`src/rtl/spi_pkg.sv`:
```
// Shared types for the multi-chip-select SPI master: FSM states and SPI mode encodings.
package spi_pkg;

  typedef enum logic [1:0] {
    IDLE  = 2'd0,
    SETUP = 2'd1,
    XFER  = 2'd2,
    HOLD  = 2'd3
  } spi_state_e;

  // Mode encodings as {cpol, cpha}
  localparam logic [1:0] MODE0 = 2'b00;
  localparam logic [1:0] MODE1 = 2'b01;
  localparam logic [1:0] MODE2 = 2'b10;
  localparam logic [1:0] MODE3 = 2'b11;

endpackage

```
`src/rtl/spi_sclk_gen.sv`:
```
// SCLK generator: half-period counter shared by every phase, plus edge strobes and an edge count.
module spi_sclk_gen
  import spi_pkg::*;
#(
  parameter int unsigned DATA_W = 16,
  parameter int unsigned DIV_W  = 8
) (
  input  logic             clk,
  input  logic             reset,
  input  logic             run_i,
  input  logic             xfer_i,
  input  logic             cpol_i,
  input  logic [DIV_W-1:0] div_i,
  output logic             half_end_c,
  output logic             lead_stb_c,
  output logic             trail_stb_c,
  output logic             last_edge_c,
  output logic             sclk_o
);

  localparam int unsigned EDGES  = 2 * DATA_W;
  localparam int unsigned EDGE_W = $clog2(EDGES);

  logic [DIV_W-1:0]  cnt_q, cnt_d;
  logic [EDGE_W-1:0] edge_q, edge_d;
  logic              sclk_q, sclk_d;
  logic              edge_stb;

  // Counter compares for equality against the divider, so the full DIV_W range is usable
  assign half_end_c  = run_i && (cnt_q == div_i);
  assign edge_stb    = xfer_i && half_end_c;
  assign lead_stb_c  = edge_stb && !edge_q[0];
  assign trail_stb_c = edge_stb && edge_q[0];
  assign last_edge_c = edge_stb && (edge_q == EDGE_W'(EDGES - 1));
  assign sclk_o      = sclk_q;

  always_comb begin
    cnt_d  = cnt_q + DIV_W'(1);
    edge_d = edge_q;
    sclk_d = sclk_q;
    if (!run_i || half_end_c) cnt_d = '0;
    if (!xfer_i) begin
      edge_d = '0;
      sclk_d = cpol_i;
    end else if (edge_stb) begin
      edge_d = edge_q + EDGE_W'(1);
      sclk_d = ~sclk_q;
    end
  end

  always_ff @(posedge clk) begin
    if (reset) begin
      cnt_q  <= '0;
      edge_q <= '0;
      sclk_q <= 1'b0;
    end else begin
      cnt_q  <= cnt_d;
      edge_q <= edge_d;
      sclk_q <= sclk_d;
    end
  end

endmodule

```
`src/rtl/spi_master_mc.sv`:
```
// Multi-chip-select SPI master: one full-duplex MSB-first word per start, any CPOL/CPHA, programmable rate.
module spi_master_mc
  import spi_pkg::*;
#(
  parameter int unsigned DATA_W   = 16,
  parameter int unsigned NUM_CS   = 3,
  parameter int unsigned DIV_W    = 8,
  parameter int unsigned CS_IDX_W = 2
) (
  input  logic                clk,
  input  logic                reset,
  input  logic                start,
  input  logic [CS_IDX_W-1:0] cs_sel,
  input  logic                cpol,
  input  logic                cpha,
  input  logic [DIV_W-1:0]    clk_div,
  input  logic [DATA_W-1:0]   tx_data,
  output logic [DATA_W-1:0]   rx_data,
  output logic                busy,
  output logic                done,
  output logic                err,
  output logic                sclk,
  output logic                mosi,
  input  logic                miso,
  output logic [NUM_CS-1:0]   cs_n
);

  spi_state_e        state_q, state_d;
  logic              cpol_q, cpol_d, cpha_q, cpha_d;
  logic [DIV_W-1:0]  div_q, div_d;
  logic [DATA_W-1:0] tx_q, tx_d, rx_q, rx_d, rx_data_q, rx_data_d;
  logic              busy_q, busy_d, done_q, done_d, err_q, err_d, mosi_q, mosi_d;
  logic [NUM_CS-1:0] cs_n_q, cs_n_d;
  logic              cs_ok_c, half_end_c, lead_stb_c, trail_stb_c, last_edge_c;

  assign cs_ok_c = (32'(cs_sel) < NUM_CS);

  // cpol_d feeds the generator so SCLK takes the new idle level in the first SETUP cycle
  spi_sclk_gen #(.DATA_W(DATA_W), .DIV_W(DIV_W)) u_sclk_gen (
    .clk         (clk),
    .reset       (reset),
    .run_i       (state_q != IDLE),
    .xfer_i      (state_q == XFER),
    .cpol_i      (cpol_d),
    .div_i       (div_q),
    .half_end_c  (half_end_c),
    .lead_stb_c  (lead_stb_c),
    .trail_stb_c (trail_stb_c),
    .last_edge_c (last_edge_c),
    .sclk_o      (sclk)
  );

  always_comb begin
    state_d   = state_q;
    cpol_d    = cpol_q;
    cpha_d    = cpha_q;
    div_d     = div_q;
    tx_d      = tx_q;
    rx_d      = rx_q;
    rx_data_d = rx_data_q;
    busy_d    = busy_q;
    done_d    = 1'b0;
    err_d     = 1'b0;
    mosi_d    = mosi_q;
    cs_n_d    = cs_n_q;
    case (state_q)
      IDLE: begin
        if (start && cs_ok_c) begin
          state_d = SETUP;
          cpol_d  = cpol;
          cpha_d  = cpha;
          div_d   = clk_div;
          busy_d  = 1'b1;
          rx_d    = '0;
          cs_n_d  = ~(NUM_CS'(1) << cs_sel);
          if (!cpha) begin
            mosi_d = tx_data[DATA_W-1];
            tx_d   = tx_data << 1;
          end else begin
            tx_d   = tx_data;
          end
        end else if (start) begin
          err_d = 1'b1;
        end
      end
      SETUP: begin
        if (half_end_c) state_d = XFER;
      end
      XFER: begin
        // CPHA selects which edge drives and which samples
        if ((lead_stb_c && cpha_q) || (trail_stb_c && !cpha_q && !last_edge_c)) begin
          mosi_d = tx_q[DATA_W-1];
          tx_d   = tx_q << 1;
        end
        if ((lead_stb_c && !cpha_q) || (trail_stb_c && cpha_q)) begin
          rx_d = {rx_q[DATA_W-2:0], miso};
        end
        if (last_edge_c) state_d = HOLD;
      end
      HOLD: begin
        if (half_end_c) begin
          state_d   = IDLE;
          busy_d    = 1'b0;
          done_d    = 1'b1;
          cs_n_d    = '1;
          rx_data_d = rx_q;
        end
      end
      default: state_d = IDLE;
    endcase
  end

  always_ff @(posedge clk) begin
    if (reset) begin
      state_q   <= IDLE;
      cpol_q    <= 1'b0;
      cpha_q    <= 1'b0;
      div_q     <= '0;
      tx_q      <= '0;
      rx_q      <= '0;
      rx_data_q <= '0;
      busy_q    <= 1'b0;
      done_q    <= 1'b0;
      err_q     <= 1'b0;
      mosi_q    <= 1'b0;
      cs_n_q    <= '1;
    end else begin
      state_q   <= state_d;
      cpol_q    <= cpol_d;
      cpha_q    <= cpha_d;
      div_q     <= div_d;
      tx_q      <= tx_d;
      rx_q      <= rx_d;
      rx_data_q <= rx_data_d;
      busy_q    <= busy_d;
      done_q    <= done_d;
      err_q     <= err_d;
      mosi_q    <= mosi_d;
      cs_n_q    <= cs_n_d;
    end
  end

  assign rx_data = rx_data_q;
  assign busy    = busy_q;
  assign done    = done_q;
  assign err     = err_q;
  assign mosi    = mosi_q;
  assign cs_n    = cs_n_q;

endmodule

```
`config.mk`:
```
export PLATFORM = sky130hd
export DESIGN_NAME = spi_master_mc
export DESIGN_NICKNAME = d
export VERILOG_FILES = /design/src/rtl/spi_pkg.sv /design/src/rtl/spi_sclk_gen.sv /design/src/rtl/spi_master_mc.sv
export SDC_FILE = /design/constraint.sdc
export NUM_CORES = 1
export LEC_CHECK = 0
export ABC_AREA = 1
export CORE_MARGIN = 8
export CORE_UTILIZATION = 40
export DETAILED_ROUTE_END_ITERATION = 16
export DONT_BUFFER_PORTS = 1
export GPL_TIMING_DRIVEN = 0
export SLEW_MARGIN = 25
export SYNTH_ARGS = -nofsm -noshare
export SYNTH_HDL_FRONTEND = slang
export SYNTH_SLANG_ARGS = --single-unit
```
`constraint.sdc`:
```
create_clock -name clk -period 2.85 [get_ports clk]
set_input_delay 0 -clock clk [delete_from_list [all_inputs] [get_ports clk]]
set_output_delay 0 -clock clk [all_outputs]
set_load 0.05 [all_outputs]
```
# ---- Word level (Yosys, flattened, before mapping)
# Cells that the tools add are included.
dict set report word_totals {
  input_bits 32
  ff_bits 81
  output_inout_bits 24
  word_cells 98
}
dict set report op_classes {
  n_bitwise 5
  eq_ne 13
  shift 1
  reduce_logical 33
  mux 28
  n_addsub 2
  n_lt_le_gt_ge 1
}
# cell n
set ops {}
lappend ops {{16-bit two-way mux} 5}
lappend ops {{16-bit one-hot mux with 2 select lines} 2}
lappend ops {{2-bit inequality test, second input constant} 6}
lappend ops {{1-bit logical AND} 11}
lappend ops {{1-bit two-way mux} 11}
lappend ops {{3-bit AND reduction} 3}
lappend ops {{8-bit by 1-bit adder with 8-bit output, second input constant} 1}
lappend ops {{8-bit == test} 1}
lappend ops {{2-bit two-way mux} 4}
lappend ops {{2-bit one-hot mux with 4 select lines} 1}
lappend ops {{4-bit AND reduction} 2}
lappend ops {{3-bit two-way mux} 2}
lappend ops {{3-bit one-hot mux with 2 select lines} 1}
lappend ops {{2-bit nonzero test} 3}
lappend ops {{2-bit OR reduction} 3}
lappend ops {{5-bit by 1-bit adder with 5-bit output, second input constant} 1}
lappend ops {{5-bit == test, second input constant} 1}
lappend ops {{2-bit == test, second input constant} 2}
lappend ops {{1-bit logical NOT} 4}
lappend ops {{2-bit by 1-bit inequality test with 1-bit output, second input constant} 2}
lappend ops {{1-bit NOT} 4}
lappend ops {{1-bit one-hot mux with 2 select lines} 2}
lappend ops {{2-bit AND reduction} 2}
lappend ops {{1-bit logical OR} 3}
lappend ops {{other kinds (6)} 6}

# ---- Longest topological paths before layout
dict set report depth {
  depth_word 9
  mapped_depth 13
  depth_no_buf 12
}

# ---- Hierarchy
# A second synthesis with hierarchy kept.
dict set report unflattened {
  hier_cells 600
  hier_area_um2 3992.6
}
# module area_each_um2 cells_per_inst instances seq_area_each_um2
set by_module_without_submodules {}
lappend by_module_without_submodules {spi_master_mc 3041.7 458 1 1341.3}
lappend by_module_without_submodules {spi_sclk_gen 950.9 142 1 280.3}

# ---- Worst setup path after synthesis
# OpenSTA, ideal clock, no wires.
dict set report synth_path {
  path_type {register -> register}
  start {register state_q[0]}
  end {register rx_q[15]}
  required_ns 2.733
  path_stages_with_launch 12
  synth_period_minus_slack_ns 1.770
  path_buffers 2
  slack_ns 1.080
  setup_time_ns 0.117
  arrival_time_ns 1.653
  cell_sequence {dfxtp_1 -> inv_1 -> ha_1 -> buf_2 -> inv_2 -> nor2_1 -> nand4_1 -> nand3_2 -> nand2_1 -> nand2_2 -> buf_6 -> a21oi_1}
}
dict set report synth_via {
  elab_chain_cells 8
  elab_cells_between_ends 15
  cone_classes {3 x eq/ne; 1 x mux; 11 x reduce/logical}
}
# element line
set synth_rtl {}
lappend synth_rtl {{start, declared} spi_master_mc.sv:28} ;# spi_state_e state_q, state_d;
lappend synth_rtl {{start signal, assigned} spi_master_mc.sv:128} ;# state_q <= state_d;
lappend synth_rtl {{2-bit nonzero test} spi_master_mc.sv:42} ;# .run_i (state_q != IDLE),
lappend synth_rtl {{1-bit logical AND} spi_sclk_gen.sv:30} ;# assign half_end_c = run_i && (cnt_q == div_i);
lappend synth_rtl {{1-bit logical AND} spi_sclk_gen.sv:31} ;# assign edge_stb = xfer_i && half_end_c;
lappend synth_rtl {{1-bit logical AND, on equally long branches} {spi_sclk_gen.sv:32, spi_sclk_gen.sv:33}}
lappend synth_rtl {{1-bit logical AND} spi_master_mc.sv:95} ;# if ((lead_stb_c && !cpha_q) || (trail_stb_c && cpha_q)) begin
lappend synth_rtl {{1-bit logical OR} spi_master_mc.sv:95}
lappend synth_rtl {{2-bit inequality test (no line)} --}
lappend synth_rtl {{3-bit AND reduction (no line)} --}
lappend synth_rtl {{end signal, assigned} spi_master_mc.sv:133} ;# rx_q <= rx_d;
lappend synth_rtl {{end, declared} spi_master_mc.sv:31} ;# logic [DATA_W-1:0] tx_q, tx_d, rx_q, rx_d, rx_data_q, rx_data_d;
# Several ways; a longest one is shown, not always the timed one.
# A chain may end at the register's enable or synchronous reset.

# ---- Worst setup path after layout
dict set report layout_path {
  start {register state_q[0]}
  end {register tx_q[3]}
}
dict set report layout_via {
  elab_chain_cells 9
  elab_cells_between_ends 18
  cone_classes {3 x eq/ne; 1 x mux; 14 x reduce/logical}
}
# element line
set layout_rtl {}
lappend layout_rtl {{2-bit nonzero test} spi_master_mc.sv:42}
lappend layout_rtl {{1-bit logical AND} spi_sclk_gen.sv:30}
lappend layout_rtl {{1-bit logical AND} spi_sclk_gen.sv:31}
lappend layout_rtl {{1-bit logical AND, on equally long branches} {spi_sclk_gen.sv:33, spi_sclk_gen.sv:34}}
lappend layout_rtl {{1-bit logical AND or 1-bit logical NOT (tied branches)} spi_master_mc.sv:91} ;# if ((lead_stb_c && cpha_q) || (trail_stb_c && !cpha_q && !last_edge_c)) begin
lappend layout_rtl {{1-bit logical AND} spi_master_mc.sv:91}
lappend layout_rtl {{1-bit logical OR} spi_master_mc.sv:91}
lappend layout_rtl {{2-bit inequality test (no line)} --}
lappend layout_rtl {{3-bit AND reduction (no line)} --}
lappend layout_rtl {{end signal, assigned} spi_master_mc.sv:132} ;# tx_q <= tx_d;
lappend layout_rtl {{end, declared} spi_master_mc.sv:31}
# Several ways; a longest one is shown, not always the timed one.

==> impl_metrics.ini <==
[worst_setup_path]
critical_path.top_delay_family = buffers and inverters
critical_path_class = reg -> reg
crit_start = state_q[0]
rr_startpoint = state_q[0]
r2r_cells = 9
end_kind = flip-flop
critPathMaxFanout = 10
cp_slowest_stage_delay_ps = 570
cp.depth = 9
cp_cell_sequence = inv_1 -> ha_1 -> buf_2 -> inv_2 -> clkbuf_1 -> a31oi_1 -> dlygate4sd3_1 -> o21ai_0 -> nor2_1
crit_arrival_ps = 2660
path_buf_inv = 5
cp_slowest_cell = dlygate4sd3_1
cp_data_required_time_ps = 3100
start_kind = flip-flop

[floorplanning]
core_area_um2 = 8680
die_x_um = 110
die_h_um = 110
dieArea_um2 = 12100
rows = 34
ios = 56
start_util_pct = 40.9

[yosys]
ys_warn_count = 0
syn_area_um2 = 3550
synth-seq-cells = 81
ys_types = 35
syn_avg_cell_area_um2 = 7.36
syn_inst = 482
syn-num-nets = 522
yosysSeqAreaShare_pct = 45.7

[global_routing]
gr-total-overflow = 0
grt_start_max_net_pins = 14
grt_use_total_pct = 14.4
grt_pass1_vias = 3000
grt_antenna_before_repair = 0
grt_pass1_wl_um = 13900

[clock_tree]
cts_num_sinks = 81
h-tree-depth = 3
clk_pin_slew_worst_paths_ps = 80
insertion_delay_ps = 360
cts_tree = done
cts_max_path_buffers = 2
root_buffer = clkbuf_8
numCtsBuffers = 9

[timing]
period_share_pct = 84.7
drv_slew = 0
report.final.setup_viol = 0
max_freq_mhz = 414
fin_skew_ps = 12.5
worstMarginPinSlew_ps = 586
tns_ps = 0
maxSlewHeadroom_pct = 60.9
post-route-min-period_ps = 2410
hold_ws_ps = 20.7
rsz0062_at_grt = false
hold_viol = 0

[placement]
hpwl_um = 5790
gp_congestion = 0.808
port_buffers = 0
post_dp_cell_area_um2 = 3680

[routing]
vias = 3219
ant_nets = 0
vias_per_cell = 5.03
drt_pass1_iterations = 4
wl_um = 8530
drt-wirelength-per-cell_um = 13.3
drc_errors = 0
initialDrtViolationCount = 136

[final_layout]
layout.nets = 567
n_antenna_cell = 0
drive_gt1_share_pct = 8.27
area_growth_pct = 19.1
stdcell_area_um2 = 4230

[outcome]
status = completed

[min_path]
min_path_cells = 4
hold_start = tx_data[6]
hp-class = in -> reg

[power_and_ir_drop]
worst_ir_drop_vdd_v = 0.000318
p_leak_nw = 1.74
p_per_area_nw_per_um2 = 832

[flow_run]
drv_cap = 0
[per-layer routing]
| layer | vias up | share of wire (%) | global-route usage (%) | wire length, µm |
|---|---|---|---|---|
| li1 | 1669 | - | - | - |
| met1 | 1482 | 46 | 17.7 | 3950 |
| met2 | 56 | 46 | 23.1 | 3910 |
| met3 | 12 | 6.3 | 4.48 | 533 |
| met4 | 0 | 1.6 | 5.23 | 133 |
| met5 | - | 0 | 0 | 0 |
[cells by family after synthesis]
logic type               after synthesis  synth area share, %
AO/OA/AOI/OAI                        118                 18.8
XOR/XNOR                               2                0.494
adder cells (fa/ha/maj)                8                 2.82
buffers and inverters                 65                 8.04
flip-flops                            81                 45.7
multiplexers                           1                0.282
AND/OR/NAND/NOR                      207                 23.9
[power breakdown]
| group | switching, mW | internal (mW) | leakage (nW) |
|---|---|---|---|
| clock network | 0.418 | 0.426 | 0.0953 |
| registers | 0.224 | 1.36 | 0.662 |
| logic | 0.659 | 0.430 | 0.986 |
| total | 1.30 | 2.22 | 1.74 |
[final cells by class]
cell class	instances	area [µm²]
Timing Repair Buffer	35	350
Sequential cell	81	1620
Multi-Input combinational cell	336	1640
Buffer	21	119
Clock inverter	5	55.1
Fill cell	878	4450
Inverter	43	163
Tap cell	108	135
Clock buffer	11	141
[state kept, by name, summed over array words and instances, names as in the netlist]
name / count
div_q: 8
cpol_q: 1
u_sclk_gen.edge_q: 5
done: 1
busy: 1
cpha_q: 1
tx_q: 16
u_sclk_gen.cnt_q: 8
mosi: 1
cs_n: 3
err: 1
state_q: 2
rx_q: 16
rx_data: 16
u_sclk_gen.sclk_o: 1
[layout by cell type, fill, tap and decap left out, types with 7 or more instances in the layout]
cell	Yosys	routed
ha_1	8	8
o21ai_1	9	9
dlygate4sd3_1	0	35
nor2_1	71	71
clkbuf_8	0	10
dfxtp_1	81	81
inv_2	10	10
nand2_1	110	110
a31oi_1	14	14
a22o_1	11	11
clkbuf_1	11	11
a21oi_1	50	50
o21ai_0	28	28
nor3_1	7	7
inv_1	32	32
[repair_timing]
item | CTS | global route
setup buffers | 0 | 0
setup endpoints to repair | 0 | 1
gates resized for setup | 0 | 0
hold endpoints to repair | 33 | 0
hold buffers | 35 | 0
[worst min-delay path: stages]
cell     delay [ps]
nand2_1          50
a31oi_1          70
o21ai_0         160
nor2_1           50
[stage by stage]
| stage | setup slack (ps) | utilization, % | power [mW] | cells |
|---|---|---|---|---|
| floorplan | 1080 | - | 2.38 | 482 |
| global placement | 793 | 42.5 | 2.59 | 590 |
| detailed placement | 730 | 42.5 | 2.62 | 590 |
| CTS | 195 | 48.8 | 3.55 | 641 |
| global route | 257 | 48.7 | 3.75 | 640 |
| finish | 436 | 48.7 | 3.52 | 640 |
[final timing paths]
path                  end  slack [ps]
setup / recovery  tx_q[3]         440
setup reg to reg  tx_q[3]         440
hold / removal    tx_q[7]          20
hold reg to reg    cpol_q         450
[cells in the mapped netlist]
cell,number,area share [%]
nand2_1,110,12
dfxtp_1,81,46
nor2_1,71,7.5
a21oi_1,50,7.0
inv_1,32,3.4
o21ai_0,28,3.9
a31oi_1,14,2.5
a22o_1,11,2.7
clkbuf_1,11,1.2
inv_2,10,1.1
o21ai_1,9,1.3
ha_1,8,2.8
nor3_1,7,0.99
buf_2,5,0.70
nand4_1,5,0.88
buf_6,4,1.3
nand3_1,3,0.42
nand2_2,2,0.35
nand3_2,2,0.56
nor3b_1,2,0.42
nor4_1,2,0.35
xor2_1,2,0.49
a22oi_1,1,0.21
a2bb2oi_1,1,0.25
buf_1,1,0.11
buf_4,1,0.21
clkinv_2,1,0.14
mux2i_1,1,0.28
nand2_4,1,0.32
nor2_4,1,0.32
o211ai_1,1,0.21
o21ai_2,1,0.25
o22ai_1,1,0.18
o31ai_1,1,0.21
or2_2,1,0.18
Power figures use the tool's default switching activity.
